### src/rtl/mem_io_bridge_if.sv
// Bus bundle between the eLC-3 datapath and the memory/IO bridge: the
// datapath request, the SRAM side and the keyboard/display/machine-control pins.
interface mem_io_bridge_if;
    logic        Mem_En;
    logic        Mem_WE;
    logic [15:0] Address;
    logic [15:0] Data_In;
    logic [15:0] Data_Out;
    logic        Ready;
    logic [15:0] Sram_Addr;
    logic [15:0] Sram_Wdata;
    logic [15:0] Sram_Rdata;
    logic        Sram_CE;
    logic        Sram_WE;
    logic        Kb_Valid;
    logic [7:0]  Kb_Data;
    logic [7:0]  Dsp_Data;
    logic        Dsp_Valid;
    logic        Dsp_Ready;
    logic        Kb_Int;
    logic        Run;

    modport master (
        output Mem_En, Mem_WE, Address, Data_In, Sram_Rdata, Kb_Valid, Kb_Data, Dsp_Ready,
        input  Data_Out, Ready, Sram_Addr, Sram_Wdata, Sram_CE, Sram_WE,
               Dsp_Data, Dsp_Valid, Kb_Int, Run
    );

    modport slave (
        input  Mem_En, Mem_WE, Address, Data_In, Sram_Rdata, Kb_Valid, Kb_Data, Dsp_Ready,
        output Data_Out, Ready, Sram_Addr, Sram_Wdata, Sram_CE, Sram_WE,
               Dsp_Data, Dsp_Valid, Kb_Int, Run
    );
endinterface

### src/rtl/mem_io_bridge.sv
// Completes MAR/MDR memory requests against a fixed-latency SRAM or the
// memory-mapped keyboard, display and machine-control registers.
module mem_io_bridge #(
    parameter int unsigned READ_LATENCY  = 2,
    parameter int unsigned WRITE_LATENCY = 1,
    parameter logic [15:0] IO_BASE       = 16'hFE00
) (
    input  logic           Clk,
    input  logic           Reset,
    mem_io_bridge_if.slave bus
);
    typedef enum logic [1:0] {
        IDLE      = 2'd0,
        SRAM_WAIT = 2'd1,
        DONE      = 2'd2
    } state_t;

    localparam logic [15:0] KBSR_ADDR = IO_BASE;
    localparam logic [15:0] KBDR_ADDR = IO_BASE + 16'd2;
    localparam logic [15:0] DSR_ADDR  = IO_BASE + 16'd4;
    localparam logic [15:0] DDR_ADDR  = IO_BASE + 16'd6;
    localparam logic [15:0] MCR_ADDR  = 16'hFFFE;
    localparam logic [3:0]  RD_CNT    = 4'(READ_LATENCY);
    localparam logic [3:0]  WR_CNT    = 4'(WRITE_LATENCY);

    state_t      state_r;
    logic [3:0]  cnt_r;
    logic        we_r;
    logic        ready_r;
    logic        sram_ce_r;
    logic        sram_we_r;
    logic [15:0] data_out_r;
    logic [15:0] sram_addr_r;
    logic [15:0] sram_wdata_r;
    logic        kb_ready_r;
    logic        kb_ie_r;
    logic [7:0]  kbdr_r;
    logic        dsp_valid_r;
    logic [7:0]  dsp_data_r;
    logic        run_r;

    logic        dev_space_s;
    logic        dev_acc_s;
    logic        kbdr_rd_s;
    logic        kbsr_wr_s;
    logic        ddr_wr_s;
    logic        mcr_wr_s;
    logic [15:0] dev_rdata_s;

    // Device-space decode of the request sampled in IDLE
    always_comb begin
        dev_space_s = (bus.Address >= IO_BASE);
        dev_acc_s   = (state_r == IDLE) && bus.Mem_En && dev_space_s;
        kbdr_rd_s   = dev_acc_s && !bus.Mem_WE && (bus.Address == KBDR_ADDR);
        kbsr_wr_s   = dev_acc_s &&  bus.Mem_WE && (bus.Address == KBSR_ADDR);
        ddr_wr_s    = dev_acc_s &&  bus.Mem_WE && (bus.Address == DDR_ADDR);
        mcr_wr_s    = dev_acc_s &&  bus.Mem_WE && (bus.Address == MCR_ADDR);
        dev_rdata_s = 16'h0000;
        case (bus.Address)
            KBSR_ADDR: dev_rdata_s = {kb_ready_r, kb_ie_r, 14'h0000};
            KBDR_ADDR: dev_rdata_s = {8'h00, kbdr_r};
            DSR_ADDR:  dev_rdata_s = {~dsp_valid_r, 15'h0000};
            MCR_ADDR:  dev_rdata_s = {run_r, 15'h0000};
            default:   dev_rdata_s = 16'h0000;
        endcase
    end

    // Access sequencer: request latch, SRAM strobe, wait counter and Ready pulse
    always_ff @(posedge Clk or negedge Reset) begin
        if (!Reset) begin
            state_r      <= IDLE;
            cnt_r        <= 4'd0;
            we_r         <= 1'b0;
            ready_r      <= 1'b0;
            sram_ce_r    <= 1'b0;
            sram_we_r    <= 1'b0;
            data_out_r   <= 16'h0000;
            sram_addr_r  <= 16'h0000;
            sram_wdata_r <= 16'h0000;
        end else begin
            ready_r   <= 1'b0;
            sram_ce_r <= 1'b0;
            sram_we_r <= 1'b0;
            case (state_r)
                IDLE: begin
                    if (bus.Mem_En) begin
                        sram_addr_r  <= bus.Address;
                        sram_wdata_r <= bus.Data_In;
                        we_r         <= bus.Mem_WE;
                        if (dev_space_s) begin
                            state_r <= DONE;
                            ready_r <= 1'b1;
                            if (!bus.Mem_WE) begin
                                data_out_r <= dev_rdata_s;
                            end
                        end else begin
                            state_r   <= SRAM_WAIT;
                            sram_ce_r <= 1'b1;
                            sram_we_r <= bus.Mem_WE;
                            cnt_r     <= bus.Mem_WE ? WR_CNT : RD_CNT;
                        end
                    end
                end
                SRAM_WAIT: begin
                    cnt_r <= cnt_r - 4'd1;
                    if (cnt_r == 4'd1) begin
                        if (!we_r) begin
                            data_out_r <= bus.Sram_Rdata;
                        end
                        state_r <= DONE;
                        ready_r <= 1'b1;
                    end
                end
                DONE:    state_r <= IDLE;
                default: state_r <= IDLE;
            endcase
        end
    end

    // Device registers and keyboard/display handshakes, live in every state.
    // A KBDR read frees the buffer on the same edge, so a coincident character is kept.
    always_ff @(posedge Clk or negedge Reset) begin
        if (!Reset) begin
            kb_ready_r  <= 1'b0;
            kb_ie_r     <= 1'b0;
            kbdr_r      <= 8'h00;
            dsp_valid_r <= 1'b0;
            dsp_data_r  <= 8'h00;
            run_r       <= 1'b1;
        end else begin
            if (bus.Kb_Valid && (!kb_ready_r || kbdr_rd_s)) begin
                kbdr_r     <= bus.Kb_Data;
                kb_ready_r <= 1'b1;
            end else if (kbdr_rd_s) begin
                kb_ready_r <= 1'b0;
            end
            if (kbsr_wr_s) begin
                kb_ie_r <= bus.Data_In[14];
            end
            if (mcr_wr_s) begin
                run_r <= bus.Data_In[15];
            end
            if (dsp_valid_r && bus.Dsp_Ready) begin
                dsp_valid_r <= 1'b0;
            end else if (ddr_wr_s && !dsp_valid_r) begin
                dsp_valid_r <= 1'b1;
                dsp_data_r  <= bus.Data_In[7:0];
            end
        end
    end

    assign bus.Data_Out   = data_out_r;
    assign bus.Ready      = ready_r;
    assign bus.Sram_Addr  = sram_addr_r;
    assign bus.Sram_Wdata = sram_wdata_r;
    assign bus.Sram_CE    = sram_ce_r;
    assign bus.Sram_WE    = sram_we_r;
    assign bus.Dsp_Data   = dsp_data_r;
    assign bus.Dsp_Valid  = dsp_valid_r;
    assign bus.Kb_Int     = kb_ready_r & kb_ie_r;
    assign bus.Run        = run_r;
endmodule

### src/flat_wrapper.sv
// flat-port wrapper written by rule: the top's interface ports become plain ports
module mem_io_bridge_flat 
#(
    parameter int unsigned READ_LATENCY  = 2,
    parameter int unsigned WRITE_LATENCY = 1,
    parameter logic [15:0] IO_BASE       = 16'hFE00
)
  (Clk, Reset, bus_Mem_En, bus_Mem_WE, bus_Address, bus_Data_In, bus_Sram_Rdata, bus_Kb_Valid, bus_Kb_Data, bus_Dsp_Ready, bus_Data_Out, bus_Ready, bus_Sram_Addr, bus_Sram_Wdata, bus_Sram_CE, bus_Sram_WE, bus_Dsp_Data, bus_Dsp_Valid, bus_Kb_Int, bus_Run);
  mem_io_bridge_if bus_i ();
  input  logic Clk;
  input  logic Reset;
  input wire logic [$bits(bus_i.Mem_En)-1:0] bus_Mem_En;
  input wire logic [$bits(bus_i.Mem_WE)-1:0] bus_Mem_WE;
  input wire logic [$bits(bus_i.Address)-1:0] bus_Address;
  input wire logic [$bits(bus_i.Data_In)-1:0] bus_Data_In;
  input wire logic [$bits(bus_i.Sram_Rdata)-1:0] bus_Sram_Rdata;
  input wire logic [$bits(bus_i.Kb_Valid)-1:0] bus_Kb_Valid;
  input wire logic [$bits(bus_i.Kb_Data)-1:0] bus_Kb_Data;
  input wire logic [$bits(bus_i.Dsp_Ready)-1:0] bus_Dsp_Ready;
  output wire logic [$bits(bus_i.Data_Out)-1:0] bus_Data_Out;
  output wire logic [$bits(bus_i.Ready)-1:0] bus_Ready;
  output wire logic [$bits(bus_i.Sram_Addr)-1:0] bus_Sram_Addr;
  output wire logic [$bits(bus_i.Sram_Wdata)-1:0] bus_Sram_Wdata;
  output wire logic [$bits(bus_i.Sram_CE)-1:0] bus_Sram_CE;
  output wire logic [$bits(bus_i.Sram_WE)-1:0] bus_Sram_WE;
  output wire logic [$bits(bus_i.Dsp_Data)-1:0] bus_Dsp_Data;
  output wire logic [$bits(bus_i.Dsp_Valid)-1:0] bus_Dsp_Valid;
  output wire logic [$bits(bus_i.Kb_Int)-1:0] bus_Kb_Int;
  output wire logic [$bits(bus_i.Run)-1:0] bus_Run;
  assign bus_i.Mem_En = bus_Mem_En;
  assign bus_i.Mem_WE = bus_Mem_WE;
  assign bus_i.Address = bus_Address;
  assign bus_i.Data_In = bus_Data_In;
  assign bus_i.Sram_Rdata = bus_Sram_Rdata;
  assign bus_i.Kb_Valid = bus_Kb_Valid;
  assign bus_i.Kb_Data = bus_Kb_Data;
  assign bus_i.Dsp_Ready = bus_Dsp_Ready;
  assign bus_Data_Out = bus_i.Data_Out;
  assign bus_Ready = bus_i.Ready;
  assign bus_Sram_Addr = bus_i.Sram_Addr;
  assign bus_Sram_Wdata = bus_i.Sram_Wdata;
  assign bus_Sram_CE = bus_i.Sram_CE;
  assign bus_Sram_WE = bus_i.Sram_WE;
  assign bus_Dsp_Data = bus_i.Dsp_Data;
  assign bus_Dsp_Valid = bus_i.Dsp_Valid;
  assign bus_Kb_Int = bus_i.Kb_Int;
  assign bus_Run = bus_i.Run;
  mem_io_bridge #(.READ_LATENCY(READ_LATENCY), .WRITE_LATENCY(WRITE_LATENCY), .IO_BASE(IO_BASE)) u_core (.Clk(Clk), .Reset(Reset), .bus(bus_i));
endmodule
### config.mk
export PLATFORM = sky130hd
export DESIGN_NAME = mem_io_bridge_flat
export DESIGN_NICKNAME = d
export VERILOG_FILES = /design/src/rtl/mem_io_bridge_if.sv /design/src/rtl/mem_io_bridge.sv /design/src/flat_wrapper.sv
export SDC_FILE = /design/constraint.sdc
export NUM_CORES = 1
export LEC_CHECK = 0
export ABC_AREA = 1
export CAP_MARGIN = 20
export CORE_ASPECT_RATIO = 0.7
export CORE_UTILIZATION = 44
export DETAILED_ROUTE_END_ITERATION = 16
export PLACE_DENSITY = 0.78
export SLEW_MARGIN = 15
export SYNTH_ARGS = -nofsm -noshare
export SYNTH_HDL_FRONTEND = slang
export SYNTH_SLANG_ARGS = --single-unit
### constraint.sdc
create_clock -name Clk -period 1.9 [get_ports Clk]
set_input_delay 0.285 -clock Clk [delete_from_list [all_inputs] [get_ports Clk]]
set_output_delay 0.285 -clock Clk [all_outputs]
set_load 0.1 [all_outputs]
After elaboration in Yosys (flattened, before gate mapping)
Cells that the tools add are included.
- input bits: 62
- output and inout port bits: 62
- register bits after elaboration: 78
- add/sub/neg operators: 1
- bitwise operators: 3
- eq/ne operators: 13
- multiplexer cells: 29
- magnitude comparators: 1
- reductions and logical operators: 24
- operator list (operator ; count):
    16-bit equality test (second input constant) ; 5
    16-bit two-way mux ; 5
    16-bit case mux with 4 select lines ; 1
    16-bit case mux with 2 select lines ; 1
    16-bit >= comparator (second input constant) ; 1
    1-bit two-way mux ; 13
    1-bit logical AND ; 11
    2-bit two-way mux ; 4
    4-bit two-way mux ; 2
    2-bit != test (second input constant) ; 4
    4-bit case mux with 2 select lines ; 1
    2-bit AND reduction ; 3
    6-bit AND reduction ; 1
    2-bit nonzero test ; 3
    4-bit by 1-bit equality test with 1-bit output (second input constant) ; 1
    2-bit by 1-bit != test with 1-bit output (second input constant) ; 2
    2-bit case mux with 2 select lines ; 1
    4-bit by 1-bit subtractor with 4-bit output (second input constant) ; 1
    1-bit zero test ; 3
    3-bit AND reduction ; 1
    2-bit by 1-bit equality test with 1-bit output (second input constant) ; 1
    2-bit zero test ; 1
    1-bit NOT ; 2
    1-bit case mux with 2 select lines ; 1
    2 further kinds ; 2

Depth between registers and ports, before layout
Gate-level depths: netlist of run 1.
- depth in word-level cells: 8
- gate-level depth with buffers: 10
- gate-level depth less buffers: 10

Worst setup path after synthesis of run 1
No wires, ideal clock.
- kind: register to register
- start point: register u_core.dsp_valid_r (netlist: u_core.bus.Dsp_Valid)
- end point: register u_core.dsp_data_r[7] (netlist: u_core.bus.Dsp_Data[7])
- cell stages (with the launch flop): 6
- arrival time: 1612 ps
- setup slack: 214 ps
- period minus slack after synthesis: 1686 ps
- path through: dfrtp_1 -> nor2_1 -> nand4_4 -> buf_6 -> nand2_1 -> o21ai_2
- longest elaborated chain between the ends: 3
- RTL lines (item ; RTL line ; RTL):
    start, declared ; mem_io_bridge.sv:38 ; logic dsp_valid_r;
    start signal, assigned ; mem_io_bridge.sv:127 ; dsp_valid_r <= 1'b0;
    start signal, assigned ; mem_io_bridge.sv:144 ; dsp_valid_r <= 1'b0;
    start signal, assigned ; mem_io_bridge.sv:146 ; dsp_valid_r <= 1'b1;
    1-bit zero test or 1-bit logical AND (tied branches) ; mem_io_bridge.sv:145, mem_io_bridge.sv:143 ;
    1-bit logical AND or 1-bit NOT (tied branches) ; -- ;
    2-bit AND reduction (no line) * ; -- ;
    end signal, assigned ; mem_io_bridge.sv:147 ; dsp_data_r <= bus.Data_In[7:0];
    end, declared ; mem_io_bridge.sv:39 ; logic [7:0] dsp_data_r;
Every way passes the cells marked *; elsewhere a longest branch is shown, timed or not.
A chain may end at the register's enable or synchronous reset.

Worst setup path after layout of run 1
- start point: register u_core.cnt_r[1]
- end point: register u_core.data_out_r[8] (netlist: u_core.bus.Data_Out[8])
- longest elaborated chain between the ends: 3
- RTL lines (item ; RTL line ; RTL):
    start, declared ; mem_io_bridge.sv:27 ; logic [3:0] cnt_r;
    start signal, assigned ; mem_io_bridge.sv:100 ; cnt_r <= bus.Mem_WE ? WR_CNT : RD_CNT;
    start signal, assigned ; mem_io_bridge.sv:105 ; cnt_r <= cnt_r - 4'd1;
    4-bit by 1-bit equality test with 1-bit output ; mem_io_bridge.sv:106 ; if (cnt_r == 4'd1) begin
    2-bit by 1-bit != test with 1-bit output (no line) ; -- ;
    6-bit AND reduction (no line) ; -- ;
    end signal, assigned ; mem_io_bridge.sv:94 ; data_out_r <= dev_rdata_s;
    end signal, assigned ; mem_io_bridge.sv:108 ; data_out_r <= bus.Sram_Rdata;
    end, declared ; mem_io_bridge.sv:32 ; logic [15:0] data_out_r;
No other way between the ends.

==> results of run 1 <==
Yosys cell counts (all sizes together):
library cell and n:
o211ai 1, o22ai 2, nand2 188, buf 9, xor2 1, nand4 2, a22oi 1, inv 37
clkbuf 4, nand3 25, a31oi 1, dfrtp 77, dfstp 1, xnor2 1, nor2 27, ha 2
a211oi 2, o21ai 32, nor3 2
sequential cells by signal (all words and copies together), names as in the netlist, 2 cells and up:
register               count
u_core.kbdr_r              8
u_core.bus.Sram_Wdata     16
u_core.bus.Sram_Addr      16
u_core.bus.Data_Out       16
u_core.cnt_r               4
u_core.state_r             2
u_core.bus.Dsp_Data        8
repair_timing:
| item | 4_1_cts | 5_1_grt |
|---|---|---|
| endpoints found under the setup margin | 0 | 0 |
| endpoints found under the hold margin | 32 | 0 |
| hold buffers | 1 | 0 |
per-stage QoR:
stage / hold WS, ns / utilization [%] / cell area [um2] / instances / setup WS (ns)
final: 0.4574 / 65.14 / 5127 / 653 / 0.2620
after global routing: 0.4947 / 65.14 / 5127 / 653 / 0.08421
after CTS: 0.4641 / 65.14 / 5127 / 653 / 0.2646
after detailed placement: 0.2740 / 61.01 / 4802 / 636 / 0.01022
after global placement: 0.2742 / 61.01 / 4802 / 636 / 0.05878
after floorplan: -0.01059 / - / 3575 / 415 / 0.2144
worst min path at each step:
stage / from / to / slack [ns] / depth (start not counted)
3_5_place_dp: Reset / u_core.bus.Data_Out[13] / 0.27 / 1
4_1_cts: Reset / u_core.bus.Data_Out[3] / 0.46 / 2
2_1_floorplan: Reset / u_core.bus.Data_Out[0] / -0.01 / 0
3_3_place_gp: Reset / u_core.bus.Data_Out[13] / 0.27 / 1
5_1_grt: u_core.bus.Sram_Addr[14] / u_core.bus.Sram_Addr[14] / 0.49 / 2
6_report: Reset / u_core.cnt_r[2] / 0.46 / 2
routing by layer:
| layer | global-route usage [%] | up-vias | part of all wire [%] |
|---|---|---|---|
| met5 | 0 | - | 0 |
| met4 | 8.400 | 0 | 2.2 |
| met2 | 35.28 | 93 | 46 |
| met3 | 6.218 | 19 | 6.5 |
| met1 | 29.33 | 1415 | 46 |
| li1 | - | 1558 | - |
cell families (layout without fill, tap and decap cells):
group	Yosys count	count (layout)	synth area share, %
AO/OA/AOI/OAI	39	39	7.455
buffers and inverters	50	187	6.265
AND/OR/NAND/NOR	244	244	30.45
XOR/XNOR	2	2	0.4901
flip-flops	78	78	54.64
adder cells (fa/ha/maj)	2	2	0.6999
layout make-up:
class                           count  area [um2]  share of cell area (%)
Timing Repair Buffer              134        1196                   23.33
Clock inverter                      6       86.33                   1.684
Sequential cell                    78        1953                   38.09
Tap cell                          101       126.4                   2.465
Inverter                           37       138.9                   2.709
Clock buffer                       10       229.0                   4.466
Multi-Input combinational cell    287        1398                   27.26
==> results, run 1 <==
- The standard-cell row count is 27.
- The final number of hold-violating endpoints was 0.
- In this run the post-CTS setup repair buffer count came out at 0.
- The cell sitting at the root of the clock tree is a clkbuf_16.
- From bottom edge to top edge, the die measures 77.41 um.
- Max-cap violations in this run came to 0.
- By instance count, the cell type seen most on the critical path is nand2_1.
- The top-area cell type share of the netlist area is ~54%.
- In this run the critical register-to-register path is launched from u_core.cnt_r[1].
- For the worst flop-to-flop path, the logic depth is 10.
- The first detailed-routing pass took 4 iterations.
- In this run, CTS created clock tree buffers numbering 9.
- The remaining antenna violation count after routing is 0.
- TritonCTS built the clock tree.
- The number of DRC markers after the initial detailed-route iteration is 160.
- The master of the slowest instance on the critical path is dfrtp_1.
- The overall fraction of global-route tracks in use is around 22%.
- The flow ran to the end, and the final reports show no timing, DRC or antenna violations.
- The max-slew violation count is 0.
- The buffer depth of the longest clock path is 2.
- The minimum period implied by the final worst setup slack is about 1.6 ns.
- The total buffers and inverters traversed by the critical path is 2.
- The die width is 109.7 um.
- In this run the worst setup path begins at u_core.cnt_r[1].
- The slack of the worst reg-to-reg path is between 0.2 and 0.3 ns.
- The data required time at the worst endpoint is between 2 and 2.5 ns.
- The number of top-level pins is around 120.
- The average routed wire per standard cell is 13.19 um.
- The Yosys step of the flow raised 0 warnings.
- In this design, the stage delay of the slowest critical-path cell is 0.36 ns.
- In the finished design, the share of the clock period the worst path needs comes to 86.21%.
- The launching element type of the critical path is a register.
- The category of cells accounting for the largest share of critical-path delay is simple AND/OR/NAND/NOR gates.
- The pin count of the biggest net entering global routing is 45.
- The worst setup path is captured at a register.
- In this run the cell area of the synthesized design comes to about 3600 um2.
- The cell accounting for the most synthesized area is dfrtp_1.
- CTS saw 78 sinks.
- The average instance in the mapped netlist occupies about 8.6 um2.
- Global routing finished with a remaining overflow of 0.
- The post-detailed-route DRC marker count is 0.
- The timing endpoint of the critical path is u_core.bus.Data_Out[8].
- The critical path runs through a total of 10 cells.
- At the pin with the least slew margin, the transition time is 0.6602 ns.
- Data arrives at the worst endpoint at 1.86 ns.
- During placement, the flow inserted port buffers numbering 123.
- The number of H-tree levels is 3.
- Clock latency on the worst-skew pair, taken at its later pin, is 0.33 ns.
- The maximum net fanout on the critical path is 13.
- The total number of nets in the final design is roughly 600.
- The worst-case headroom to the max-slew limit is 55.92%.
- Summing the sequential cell areas from Yosys gives 54.64% of the chip area.
- The die area is 8494 um2.
- The number of antenna diodes in the final layout is 0.
- The effective utilization at floorplan is 45.41%.
- Dividing the detail-routed via count by the number of cells gives 4.724.
- The final clock skew is 0.005800 ns.
- The core outline area is 7871 um2.
- Fill cells in the final layout number 664.
- The detailed-route via count is 3,085.
- Relative to the synthesized area, the layout overhead comes to 43.44%.
- The post-cts sizing count is 0.
- The worst setup path is of the reg2reg kind.
- The most common cell after layout, fill and taps aside is nand2_1.
- The clock-pin slew reported for the worst setup and hold paths after clock tree synthesis is 0.06 ns.
- The count of unique library cells instantiated by Yosys is 32.
- The HPWL after detailed placement is 6.411 mm.
- The final weighted congestion in routability-driven placement is roughly 0.8.
- The final sum of negative setup slack is 0 ns.
- Setup repair after global routing left no endpoint under its margin.
- The cell count after synthesis is about 420.
- The routed design has between 8 and 9 mm of wire.
- In the layout the commonest cells are nand2_1 (179), dfrtp_1 (77), buf_4 (70).
- In this run the critical register-to-register path is captured at u_core.bus.Data_Out[8].
- The achievable frequency is 610.5 MHz.
- The share of layout cells above drive strength 1 is 23.73%.
- In the post-synthesis netlist, the biggest area contributors are dfrtp_1 (54%), nand2_1 (19%), o21ai_2 (3.4%), nand3_1 (3.2%), inv_1 (3.0%).
- The final-report setup violation count is 0.
- The path class of the lowest-slack min-delay path is in2async.
- The initial antenna violation count is 0.
- After synthesis the netlist holds a flip-flop and latch count of 78.
- The first global-routing pass estimated 14.50 mm of wire.
- The number of global-route vias before repair is 3,144.
- The number of nets produced by synthesis is 479.
- The signal on the critical path passes through inv_1 > ha_1 > nand3_1 > nand2_1 > o21ai_1 > nor2_1 > nand2_2 > buf_4 > nand2_1 > o21ai_2.
Power of run 1 is left out: the tool's default activity adds up to more than one toggle a clock period on the data nets, which glitch-free logic cannot reach.
==> run 2: changes to the inputs <==
- SLEW_MARGIN: 15 -> 20
==> results of run 2 <==
No change in the layout: final DEF, timing and power equal those of run 1.
Power of run 2 is left out for the same reason.
